==> src/rtl/reg_wr_arbiter.sv <==
// Round-robin write arbiter: NREQ producers share one data register, with an
// optional forced idle gap after every accepted write.
module reg_wr_arbiter #(
  parameter int          NREQ      = 4,
  parameter int          DWIDTH    = 8,
  parameter logic [63:0] POR_VALUE = '0,
  parameter int          GAP       = 0,
  localparam int         SW        = (NREQ > 2) ? $clog2(NREQ) : 1
) (
  input  logic                     clk,
  input  logic                     rst_n,
  input  logic [NREQ-1:0]          req,
  input  logic [NREQ*DWIDTH-1:0]   data,
  output logic [NREQ-1:0]          gnt,
  output logic [DWIDTH-1:0]        out,
  output logic                     out_vld,
  output logic [SW-1:0]            out_src,
  output logic                     busy
);

  logic [DWIDTH-1:0] dw [NREQ];
  logic [SW-1:0]     ptr, win, ptr_nxt;
  logic [SW:0]       sum;
  logic [7:0]        gap_cnt;
  logic              accept;

  for (genvar i = 0; i < NREQ; i++) begin : g_lane
    assign dw[i] = data[i*DWIDTH +: DWIDTH];
  end

  // Scan from the farthest offset back to ptr so the nearest requester wins.
  always_comb begin
    win = '0;
    sum = '0;
    for (int k = NREQ-1; k >= 0; k--) begin
      sum = {1'b0, ptr} + (SW+1)'(k);
      if (sum >= (SW+1)'(NREQ)) sum = sum - (SW+1)'(NREQ);
      if (req[sum[SW-1:0]]) win = sum[SW-1:0];
    end
  end

  assign busy    = |gap_cnt;
  assign accept  = rst_n && !busy && |req;
  assign ptr_nxt = (win == SW'(NREQ-1)) ? '0 : win + 1'b1;

  always_comb begin
    gnt = '0;
    if (accept) gnt[win] = 1'b1;
  end

  always_ff @(posedge clk) begin
    if (!rst_n) begin
      out     <= POR_VALUE[DWIDTH-1:0];
      out_vld <= 1'b0;
      out_src <= '0;
      ptr     <= '0;
      gap_cnt <= '0;
    end else if (accept) begin
      out     <= dw[win];
      out_src <= win;
      out_vld <= 1'b1;
      ptr     <= ptr_nxt;
      gap_cnt <= 8'(GAP);
    end else begin
      out_vld <= 1'b0;
      if (busy) gap_cnt <= gap_cnt - 1'b1;
    end
  end

endmodule

==> config.mk <==
export PLATFORM = sky130hd
export DESIGN_NAME = reg_wr_arbiter
export DESIGN_NICKNAME = d
export VERILOG_FILES = /design/src/rtl/reg_wr_arbiter.sv
export SDC_FILE = /design/constraint.sdc
export NUM_CORES = 1
export LEC_CHECK = 0
export CORE_MARGIN = 5
export CORE_UTILIZATION = 37
export DETAILED_ROUTE_END_ITERATION = 12
export GPL_TIMING_DRIVEN = 0
export PLACE_DENSITY = 0.84
export SLEW_MARGIN = 20
export SYNTH_ARGS = -nofsm -noshare
export SYNTH_HDL_FRONTEND = slang
export SYNTH_SLANG_ARGS = --single-unit
==> constraint.sdc <==
create_clock -name clk -period 2 [get_ports clk]
set_input_delay 0.3 -clock clk [delete_from_list [all_inputs] [get_ports clk]]
set_output_delay 0.3 -clock clk [all_outputs]
set_load 0.02 [all_outputs]
==> qor.yml, run 1 <==
yosys:
  postSynthAreaPerCell_um2: 9.85
  synth_nets: 162
  yosysWarnings: 0
  ys_seq_elements: 21
  synth.largest_area_cell: "dfxtp_1"
  async_reset_ff_share_pct: 0
  synth_area_um2: 1200
  synth_cell_type_count: 37
  ys.flop_type: "dfxtp_1"
  synthTopCellsByArea: "dfxtp_1 35%, mux2i_1 13%, o221ai_2 10%, nand3_1 5.0%, inv_1 3.1%"
  synth_edf_count: 0
  synthCells: 122
  synth_top_area_share_pct: 35.0
  ys_seq_area_share_pct: 35.0
power_and_ir_drop:
  sw_frac_of_total_pct: 40.4
  p_int_w: 0.00148
  ir_drop_mv: 0.707
  power_frac_comb_pct: 63.4
  leakage_nw: 0.812
  switching_power_w: 0.00101
  p_clk_share_pct: 8.4
  power_density_nw_per_um2: 1240
  p_total_w: 0.00249
  p_seq_share_pct: 28.2
detailed_routing:
  wl_per_cell_um: 16.0
  via_per_inst: 5.03
  dr_wl_met3_um: 265
  wl_mm: 3.77
  highest_layer: "met4"
  ant_nets: 0
  first_pass_iters: 4
  vias: 1188
  wl_met2_mm: 2.04
  drtIter0Drc: 29
  m1WireLength_mm: 1.45
  drc: 0
critical_path:
  end_kind: "primary output"
  worst_path_max_delay_cell: "dfxtp_2"
  crit_type: "flop to primary output"
  cpMostUsedCell: "buf_6"
  critPathLaunchType: "flop"
  crit_fanout: 4
  cp.depth: 9
  r2r-start: "gap_cnt[1]$_SDFFE_PP0P_"
  critPathLaunch: "gap_cnt[1]$_SDFFE_PP0P_"
  cp_cell_sequence: "inv_2 -> ha_4 -> nor3b_4 -> nand3_4 -> a311o_1 -> buf_6 -> clkbuf_16 -> nor3_4 -> buf_6"
  critPathRequiredTime_ns: 1.70
  cpLargestDelayFamily: "buffers and inverters"
  timing.critical_path.buf_inv: 4
  crit_arrival_ns: 2.02
  reg2reg_depth: 11
  slowest_delay_ns: 0.35
timing:
  post-route-min-period_ns: 2.32
  hold_viol: 0
  fin_skew_ns: 0.00475
  slew_violations: 0
  fin_tns_setup_ns: -2.24
  slew_headroom_pct: 80.1
  setup_viol: 13
  period_share_pct: 116
  max_freq_mhz: 432
  rsz0062_at_grt: "true"
  setup_ws_ns: -0.317
  tightest_slew_ns: 0.297
cts:
  worstSkewPairLatency_ns: 0.30
  cts.htree.levels: 1
  numCtsBuffers: 3
  ctsHoldBuffers: 0
  clock_sinks: 21
  cts_tree: "yes"
  path_clk_slew_ns: 0.12
  cts-root-buf: "clkbuf_4"
  clockBufferDepth: 2
placed_design:
  hpwl_mm: 2.76
  portBuffers: 53
  post_dp_cell_area_um2: 1840
  finalWeightedCongestion: 0.718
status:
  status: "finished with violations"
  violations: "negative setup slack"
min_path:
  hold_class: "flop to flop"
  hold_path.startpoint: "out_src[0]$_SDFFE_PN0P_"
  hold_depth: 2
run:
  cap_violations: 0
grt:
  grt_start_max_net_pins: 13
  grt_pass1_wl_mm: 6.15
  overflow: 0
  antenna_found_initial: 0
  grt_pass1_vias: 1309
  grt_usage_pct: 17.9
die:
  core_um2: 3080
  start_util_pct: 39.0
  num_io_pins: 54
  dieHeight_um: 67.0
  std_cell_rows: 20
  die_w_um: 67.0
  die_area_um2: 4490
final_layout:
  drive_above_1_share_pct: 28.1
  syn_to_final_growth_pct: 67.6
  nNetsFinal: 233
  final_area_um2: 2010
  diodes: 0
## tightest hold or removal path, stage by stage, from the launching register on
cell and delay, ns:
dfxtp_1 0.33, inv_1 0.05, o2bb2ai_1 0.05
## what timing repair did
action | in CTS | in global routing
gates resized for setup | 38 | 6
cloned | 1 | 0
setup endpoints to repair | 13 | 12
endpoints found under the hold margin | 0 | 0
buffers inserted | 10 | 3
pin swaps | 3 | 1
## power groups by stage
| stage | Clock [W] | Sequential [W] | Combinational, W |
|---|---|---|---|
| floorplan | 0 | 0.000802 | 0.000793 |
| global placement | 0 | 0.000703 | 0.00129 |
| detailed placement | 0 | 0.000716 | 0.00134 |
| CTS | 0.000215 | 0.000697 | 0.00151 |
| global route | 0.000235 | 0.000722 | 0.00170 |
| finish | 0.000209 | 0.000702 | 0.00158 |
## synthesized netlist by cell type, types with 2 or more instances
cell type,n
clkbuf_8,2
ha_1,2
buf_6,3
nor3_1,2
nand2_1,4
nor2_1,9
xnor2_1,4
nand3_1,12
a21oi_1,3
o21ai_0,3
mux2i_1,16
o221ai_2,8
dfxtp_1,21
inv_1,10
## cell usage in the layout, fill, tap and decap left out, types with 2 or more instances in the layout
| cell | synthesis | routed |
|---|---|---|
| dfxtp_1 | 21 | 19 |
| nand3_1 | 12 | 11 |
| xnor2_1 | 4 | 4 |
| clkbuf_4 | 0 | 3 |
| clkdlybuf4s50_1 | 0 | 46 |
| inv_1 | 10 | 7 |
| o21ai_0 | 3 | 3 |
| nand2_1 | 4 | 4 |
| a21oi_1 | 3 | 3 |
| nor2_1 | 9 | 9 |
| buf_4 | 1 | 12 |
| mux2i_1 | 16 | 16 |
| nor3_4 | 0 | 2 |
| nand3_4 | 1 | 2 |
| o221ai_2 | 8 | 8 |
| inv_2 | 0 | 3 |
| dfxtp_2 | 0 | 2 |
| buf_6 | 3 | 10 |
## flip-flops by register name (all words and copies together) (netlist names)
| register | flops |
|---|---|
| gap_cnt | 8 |
| out | 8 |
| out_src | 2 |
| ptr | 2 |
| out_vld | 1 |
## cell families (layout without fill, tap and decap cells)
family / count (synthesis) / count (layout) / share of synthesized area (%)
AOI/OAI and AO/OA: 22 / 22 / 18.1
xor gates and xnor gates: 5 / 5 / 3.65
adders and majority gates: 2 / 2 / 2.08
buffers and inverters: 17 / 87 / 9.27
DFF: 21 / 21 / 35.0
muxes: 16 / 16 / 13.3
and+or+nand+nor: 39 / 39 / 18.5
## metrics by stage
stage / cells / utilization [%] / hold slack (ns) / setup WS, ns
after floorplan: 122 / - / 0.456 / -0.0209
after global routing: 236 / 65.4 / 0.504 / -0.415
after global placement: 219 / 59.6 / 0.438 / -0.819
after detailed placement: 219 / 59.6 / 0.448 / -0.846
after CTS: 233 / 64.1 / 0.466 / -0.351
final: 236 / 65.4 / 0.462 / -0.317
## metal layers
metal  track usage (%)  vias up
met5                 0        -
met4              3.04        0
met3              5.23        2
met2              32.8       42
met1              20.6      559
li1                  -      585
## final cells by class
class	count	area (µm²)
multi-input combinational	84	732
timing repair buffer	67	651
clock buffer	3	22.5
inverter	10	37.5
clock inverter	1	5.00
tap	44	55.1
sequential	21	423
buffer	6	87.6
fill	246	1060
## final timing paths
check / to / slack (ns)
worst min register to register: out_src[0]$_SDFFE_PN0P_ / 0.46
worst max register to register: out[1]$_SDFFE_PN0P_ / -0.14
worst min-delay path: out_src[0]$_SDFFE_PN0P_ / 0.46
worst max-delay path: gnt[0] / -0.32
No activity file was read; power rests on OpenSTA's default activity.
==> run 2: changes to the inputs <==
--- a/config.mk
+++ b/config.mk
@@ -6,10 +6,10 @@
 export NUM_CORES = 1
 export LEC_CHECK = 0
 export CORE_MARGIN = 5
-export CORE_UTILIZATION = 37
+export CORE_UTILIZATION = 41
 export DETAILED_ROUTE_END_ITERATION = 12
 export GPL_TIMING_DRIVEN = 0
-export PLACE_DENSITY = 0.84
+export PLACE_DENSITY = 0.88
 export SLEW_MARGIN = 20
 export SYNTH_ARGS = -nofsm -noshare
 export SYNTH_HDL_FRONTEND = slang
==> constraint.sdc (replaced) <==
create_clock -name clk -period 2.25 [get_ports clk]
set_input_delay 0.3375 -clock clk [delete_from_list [all_inputs] [get_ports clk]]
set_output_delay 0.3375 -clock clk [all_outputs]
set_load 0.02 [all_outputs]
==> qor.yml, run 2 (synthesis gave the netlist of run 1 again) <==
status:
  status: "finished with violations"
  violations: "negative setup slack"
timing:
  whs_ns: 0.457
  period_share_pct: 105
  post-route-min-period_ns: 2.35
  fin_skew_ns: 0.00674
  max_freq_mhz: 425
  hold_viol: 0
  rsz0062_at_grt: "true"
  tightest_slew_ns: 0.287
  setup_viol: 4
  setup_ws_ns: -0.101
  slew_violations: 0
  slew_headroom_pct: 80.3
detailed_routing:
  vias: 1242
  drc: 0
  drtIter0Drc: 59
  ant_nets: 0
  via_per_inst: 5.47
  wl_mm: 3.83
  first_pass_iters: 4
  wl_per_cell_um: 16.9
critical_path:
  critPathRequiredTime_ns: 1.91
  cp_cell_sequence: "inv_2 -> ha_4 -> nor3b_4 -> nand3_4 -> a311o_2 -> clkbuf_16 -> nor3_4 -> buf_6"
  critPathLaunchType: "flop"
  reg2reg_depth: 10
  crit_type: "flop to primary output"
  slowest_delay_ns: 0.38
  crit_fanout: 4
  end_kind: "primary output"
  r2r_end: "out[1]$_SDFFE_PN0P_"
  r2r-start: "gap_cnt[1]$_SDFFE_PP0P_"
  crit_arrival_ns: 2.01
  worst_path_max_delay_cell: "a311o_2"
  reg2reg_slack_ns: 0.09
final_layout:
  nNetsFinal: 237
  syn_to_final_growth_pct: 67.6
  final_area_um2: 2010
  regArea_um2: 423
  fill_cells: 196
  multi_input_area_um2: 736
  layoutNonFillerInstCount: 227
  mostFrequentLayoutCells: "46 x clkdlybuf4s50_1, 19 x buf_4, 19 x dfxtp_1"
  largestRegisters: "gap_cnt (8), out (8)"
  diodes: 0
  final_common_cell: "clkdlybuf4s50_1"
  drive_above_1_share_pct: 29.1
min_path:
  hold_path.startpoint: "out_src[0]$_SDFFE_PN0P_"
  hold_class: "flop to flop"
  hold_depth: 2
  holdPathEnd: "out_src[0]$_SDFFE_PN0P_"
placed_design:
  portBuffers: 53
  post_dp_cell_area_um2: 1780
  dp.cells: 206
  finalWeightedCongestion: 0.719
  hpwl_mm: 2.58
cts:
  ctsHoldBuffers: 0
  worstSkewPairLatency_ns: 0.29
  cts.htree.levels: 1
  clockBufferDepth: 2
  clock_sinks: 21
  cts-root-buf: "clkbuf_4"
  numCtsBuffers: 3
  cts_tree: "yes"
  path_clk_slew_ns: 0.12
grt:
  grt_usage_pct: 17.6
  antenna_found_initial: 0
  grt_start_max_net_pins: 12
  grt_pass1_vias: 1252
  grt_pass1_wl_mm: 5.88
  overflow: 0
power_and_ir_drop:
  p_total_w: 0.00224
  power_density_nw_per_um2: 1110
  leakage_nw: 0.827
  ir_drop_mv: 0.845
die:
  core_um2: 2780
  die_w_um: 64.1
  dieHeight_um: 64.1
  start_util_pct: 43.2
  std_cell_rows: 19
  num_io_pins: 54
  die_area_um2: 4110
run:
  cap_violations: 0
-- run 2: cell types whose count changed in the layout (fill, tap and decap cells not counted), sizes merged --
cell and delta:
clkbuf +1, buf +3, clkinv -1, dlymetal6s2s +1
-- run 2: where the power goes --
| group | switching (W) | internal (W) |
|---|---|---|
| logic | 0.000681 | 0.000753 |
| clock network | 0.000110 | 0.0000688 |
| registers | 0.000107 | 0.000518 |
| total | 0.000899 | 0.00134 |
-- run 2: cell type report --
type,instances,area share [%]
Clock buffer,4,1.31
Buffer,6,3.85
Timing Repair Buffer,71,33.5
Sequential cell,21,21.0
Multi-Input combinational cell,84,36.5
Inverter,10,1.86
Tap cell,31,1.93
-- run 2: metrics by stage --
step	utilization, %	setup TNS, ns	worst slack, ns
2_1_floorplan	-	-0.0450	-0.0225
3_3_place_gp	64.0	-2.80	-0.616
3_5_place_dp	64.0	-3.17	-0.635
4_1_cts	70.9	-0.267	-0.0805
5_1_grt	72.4	-0.631	-0.187
6_report	72.4	-0.291	-0.101
-- run 2: worst max path at each step --
stage / end / cells past startpoint / slack [ns] / from
after floorplan: gnt[0] / 8 / -0.02 / gap_cnt[0]$_SDFFE_PP0P_
after global placement: gnt[3] / 8 / -0.62 / req[0]
after detailed placement: gnt[3] / 8 / -0.64 / req[0]
after CTS: gnt[0] / 9 / -0.08 / gap_cnt[1]$_SDFFE_PP0P_
after global routing: gnt[0] / 8 / -0.19 / gap_cnt[1]$_SDFFE_PP0P_
final: gnt[0] / 8 / -0.10 / gap_cnt[1]$_SDFFE_PP0P_
-- run 2: repair_timing --
item / CTS / global route
buffers inserted: 14 / 4
pin swaps: 7 / 1
gates resized for setup: 37 / 8
setup endpoints to repair: 5 / 11
-- run 2: layer usage --
metal  track usage (%)  wire, µm  vias to the layer above
li1                  -         -                      591
met1              20.4      1490                      596
met2              30.2      2010                       45
met3              5.08       230                       10
met4              7.12        87                        0
met5                 0         0                        -
-- run 2: critical path: cells and delay by family, from the launching register on --
kind / cells / cell delay, ns
flops: 1 / 0.34
compound gates: 1 / 0.38
simple gates: 3 / 0.48
fa+ha+maj: 1 / 0.13
buf+inv: 3 / 0.38
==> patch (config.mk and constraints of run 1) <==
Reset style: asynchronous (`rst_n`), changed in one clocked block.
--- a/src/rtl/reg_wr_arbiter.sv
+++ b/src/rtl/reg_wr_arbiter.sv
@@ -48,7 +48,7 @@
     if (accept) gnt[win] = 1'b1;
   end
 
-  always_ff @(posedge clk) begin
+  always_ff @(posedge clk or negedge rst_n) begin
     if (!rst_n) begin
       out     <= POR_VALUE[DWIDTH-1:0];
       out_vld <= 1'b0;
Formal check against the unedited RTL: differs if rst_n is asserted again (counterexample within 4 cycles, from zero or initial values and one cycle with rst_n low); with rst_n held inactive, the same outputs for 10 cycles.
==> patch against run 1 <==
- the run still ends with setup timing left
- sequential cell count is the same
- design area rose by 6.9%
- total power is 28% lower
- register-to-register slack got worse by 0.12 ns
- routed wire length increased by 8.7%
- critical path type unchanged
- critical endpoint unchanged
- critical path depth stayed put
- setup slack got worse by 0.25 ns
- area after synthesis decreased by 0.31%
==> patch: results (changes against run 1) <==
[logic_synthesis]
syn-num-nets = 167  ; was 162
synth_commonest_cells = dfrtp_1, nor2_1, nand2_1, a21oi_1, o21ai_0  ; was dfxtp_1, mux2i_1, nand3_1, inv_1, nor2_1
ys_seq_area_share_pct = 43.9  ; was 35.0%
synth_area_leaders = dfrtp_1, mux2i_1, a221oi_1  ; was dfxtp_1, mux2i_1, o221ai_2
yosys.cell_types.count = 37  ; unchanged
synth-main-ff-cell = dfrtp_1  ; was dfxtp_1
yosys_warnings = 0  ; unchanged
async_flop_share_pct = 100  ; was 0%

[grt]
grt_max_degree = 23  ; was 13
track_usage_pct = 17.9  ; about the same
use_met2_pct = 32.4  ; was 32.8%
first_global_vias = 1367  ; was 1309
grt_pass1_wl_um = 6110  ; was 6150 um
grt_use_met1_pct = 19.9  ; was 20.6%
grt.met3_usage_pct = 3.71  ; was 5.23%
antenna_found_initial = 0  ; unchanged

[finish]
top_regs = gap_cnt: 8 flops, out: 8 flops  ; unchanged
num_antenna_cells = 0  ; unchanged
nets = 245  ; was 233
drive_gt1_share_pct = 30.9  ; was 28.1%

[route]
drtPass1Iterations = 4  ; unchanged
drt-total-wl_um = 4100  ; was 3770 um
drtIter0Drc = 58  ; was 29
drt-vias-per-instance = 5.29  ; was 5.03

[sta]
fin_setup_tns_ns = -4.78  ; was -2.24 ns
final-setup-viol-count = 18  ; was 13
fin_skew_ns = 0.00816  ; was 0.00475 ns
finalWorstSetupSlack_ns = -0.570  ; was -0.317 ns
tightest_slew_ns = 0.566  ; was 0.297 ns

[clock_network]
cts_max_path_buffers = 2  ; unchanged
clkTransAtPathRegs_ns = 0.13
clkLatencyLatePin_ns = 0.31
cts-htree-levels = 1  ; unchanged
root_buffer = clkbuf_4  ; unchanged
cts-buffers-inserted = 3  ; unchanged

[hold_path]
hp-class = in -> async  ; was reg -> reg

[critical_path]
cp.arrival_ns = 2.27  ; was 2.02 ns
critPathMaxStageDelay_ns = 0.49  ; was 0.35 ns
critPathTopFamily = simple AND/OR/NAND/NOR gates  ; was buffers and inverters
slowest_stage = or4b_4  ; was dfxtp_2
crit_fanout = 3  ; was 4
reg2reg_setup_slack_ns = -0.26  ; was -0.14 ns

[pwr]
p_leak_nw = 0.949  ; was 0.812 nW
ir_drop_uv = 427  ; was 707 uV

[place]
dp_hpwl_um = 2660  ; was 2760 um
gp_congestion = 0.791  ; was 0.718
placed_area_um2 = 1800  ; was 1840 um^2
port_buffers = 53  ; unchanged

[status]
status = finished with violations  ; unchanged
violations = setup timing  ; unchanged

## patch: area by class of cell
| type | count | area, um^2 |
|---|---|---|
| Timing Repair Buffer | 73 | 714 |
| Buffer | 3 | 27.5 |
| Fill cell | 235 | 926 |
| Tap cell | 44 | 55.1 |
| Multi-Input combinational cell | 96 | 776 |
| Inverter | 7 | 26.3 |
| Sequential cell | 21 | 526 |
| Clock buffer | 3 | 22.5 |
| Clock inverter | 1 | 5.00 |
## patch: repair_timing
action / 4_1_cts / 5_1_grt
endpoints found under the setup margin: 20 / 19
hold buffers: 0 / 0
resized for setup: 58 / 19
buffers inserted: 15 / 7
pin swaps: 9 / 6
endpoints found under the hold margin: 0 / 0
cloned: 0 / 0
## patch: kinds of logic after synthesis
| group | count (synthesis) | share of synthesized area [%] |
|---|---|---|
| xor+xnor | 3 | 2.19 |
| simple gates | 47 | 21.9 |
| mux | 8 | 6.79 |
| buf+inv | 10 | 3.45 |
| fa+ha+maj | 2 | 2.09 |
| compound gates | 36 | 19.6 |
| flops | 21 | 43.9 |
## patch: final timing paths
| kind | start | cells after the start | endpoint |
|---|---|---|---|
| worst max-delay path | gap_cnt[0] | 9 | gnt[0] |
| worst min-delay path | rst_n | 1 | ptr[1] |
| worst max register to register | gap_cnt[0] | 9 | out[5] |
| worst min register to register | gap_cnt[7] | 1 | gap_cnt[7] |
| max in group asynchronous | rst_n | 1 | out_vld |
| min in group clk | gap_cnt[7] | 1 | gap_cnt[7] |
## patch: per-layer routing
metal | routed length (um) | up-vias
li1 | - | 616
met1 | 1500 | 637
met2 | 2240 | 48
met3 | 235 | 12
met4 | 117 | 0
met5 | 0 | -
## patch: power by group
group          switching (W)  internal, W
logic               0.000506     0.000493
registers          0.0000702     0.000520
clock network       0.000139    0.0000747
total               0.000715      0.00109
## patch: through the flow
stage	setup WS (ns)	instances	hold WS [ns]	total power, W
3_5_place_dp	-1.85	224	0.498	0.00143
4_1_cts	-0.604	243	0.0714	0.00175
5_1_grt	-0.680	248	0.0938	0.00191
6_report	-0.570	248	0.0489	0.00180
2_1_floorplan	-0.285	127	0.00441	0.00105
3_3_place_gp	-1.85	224	0.473	0.00140
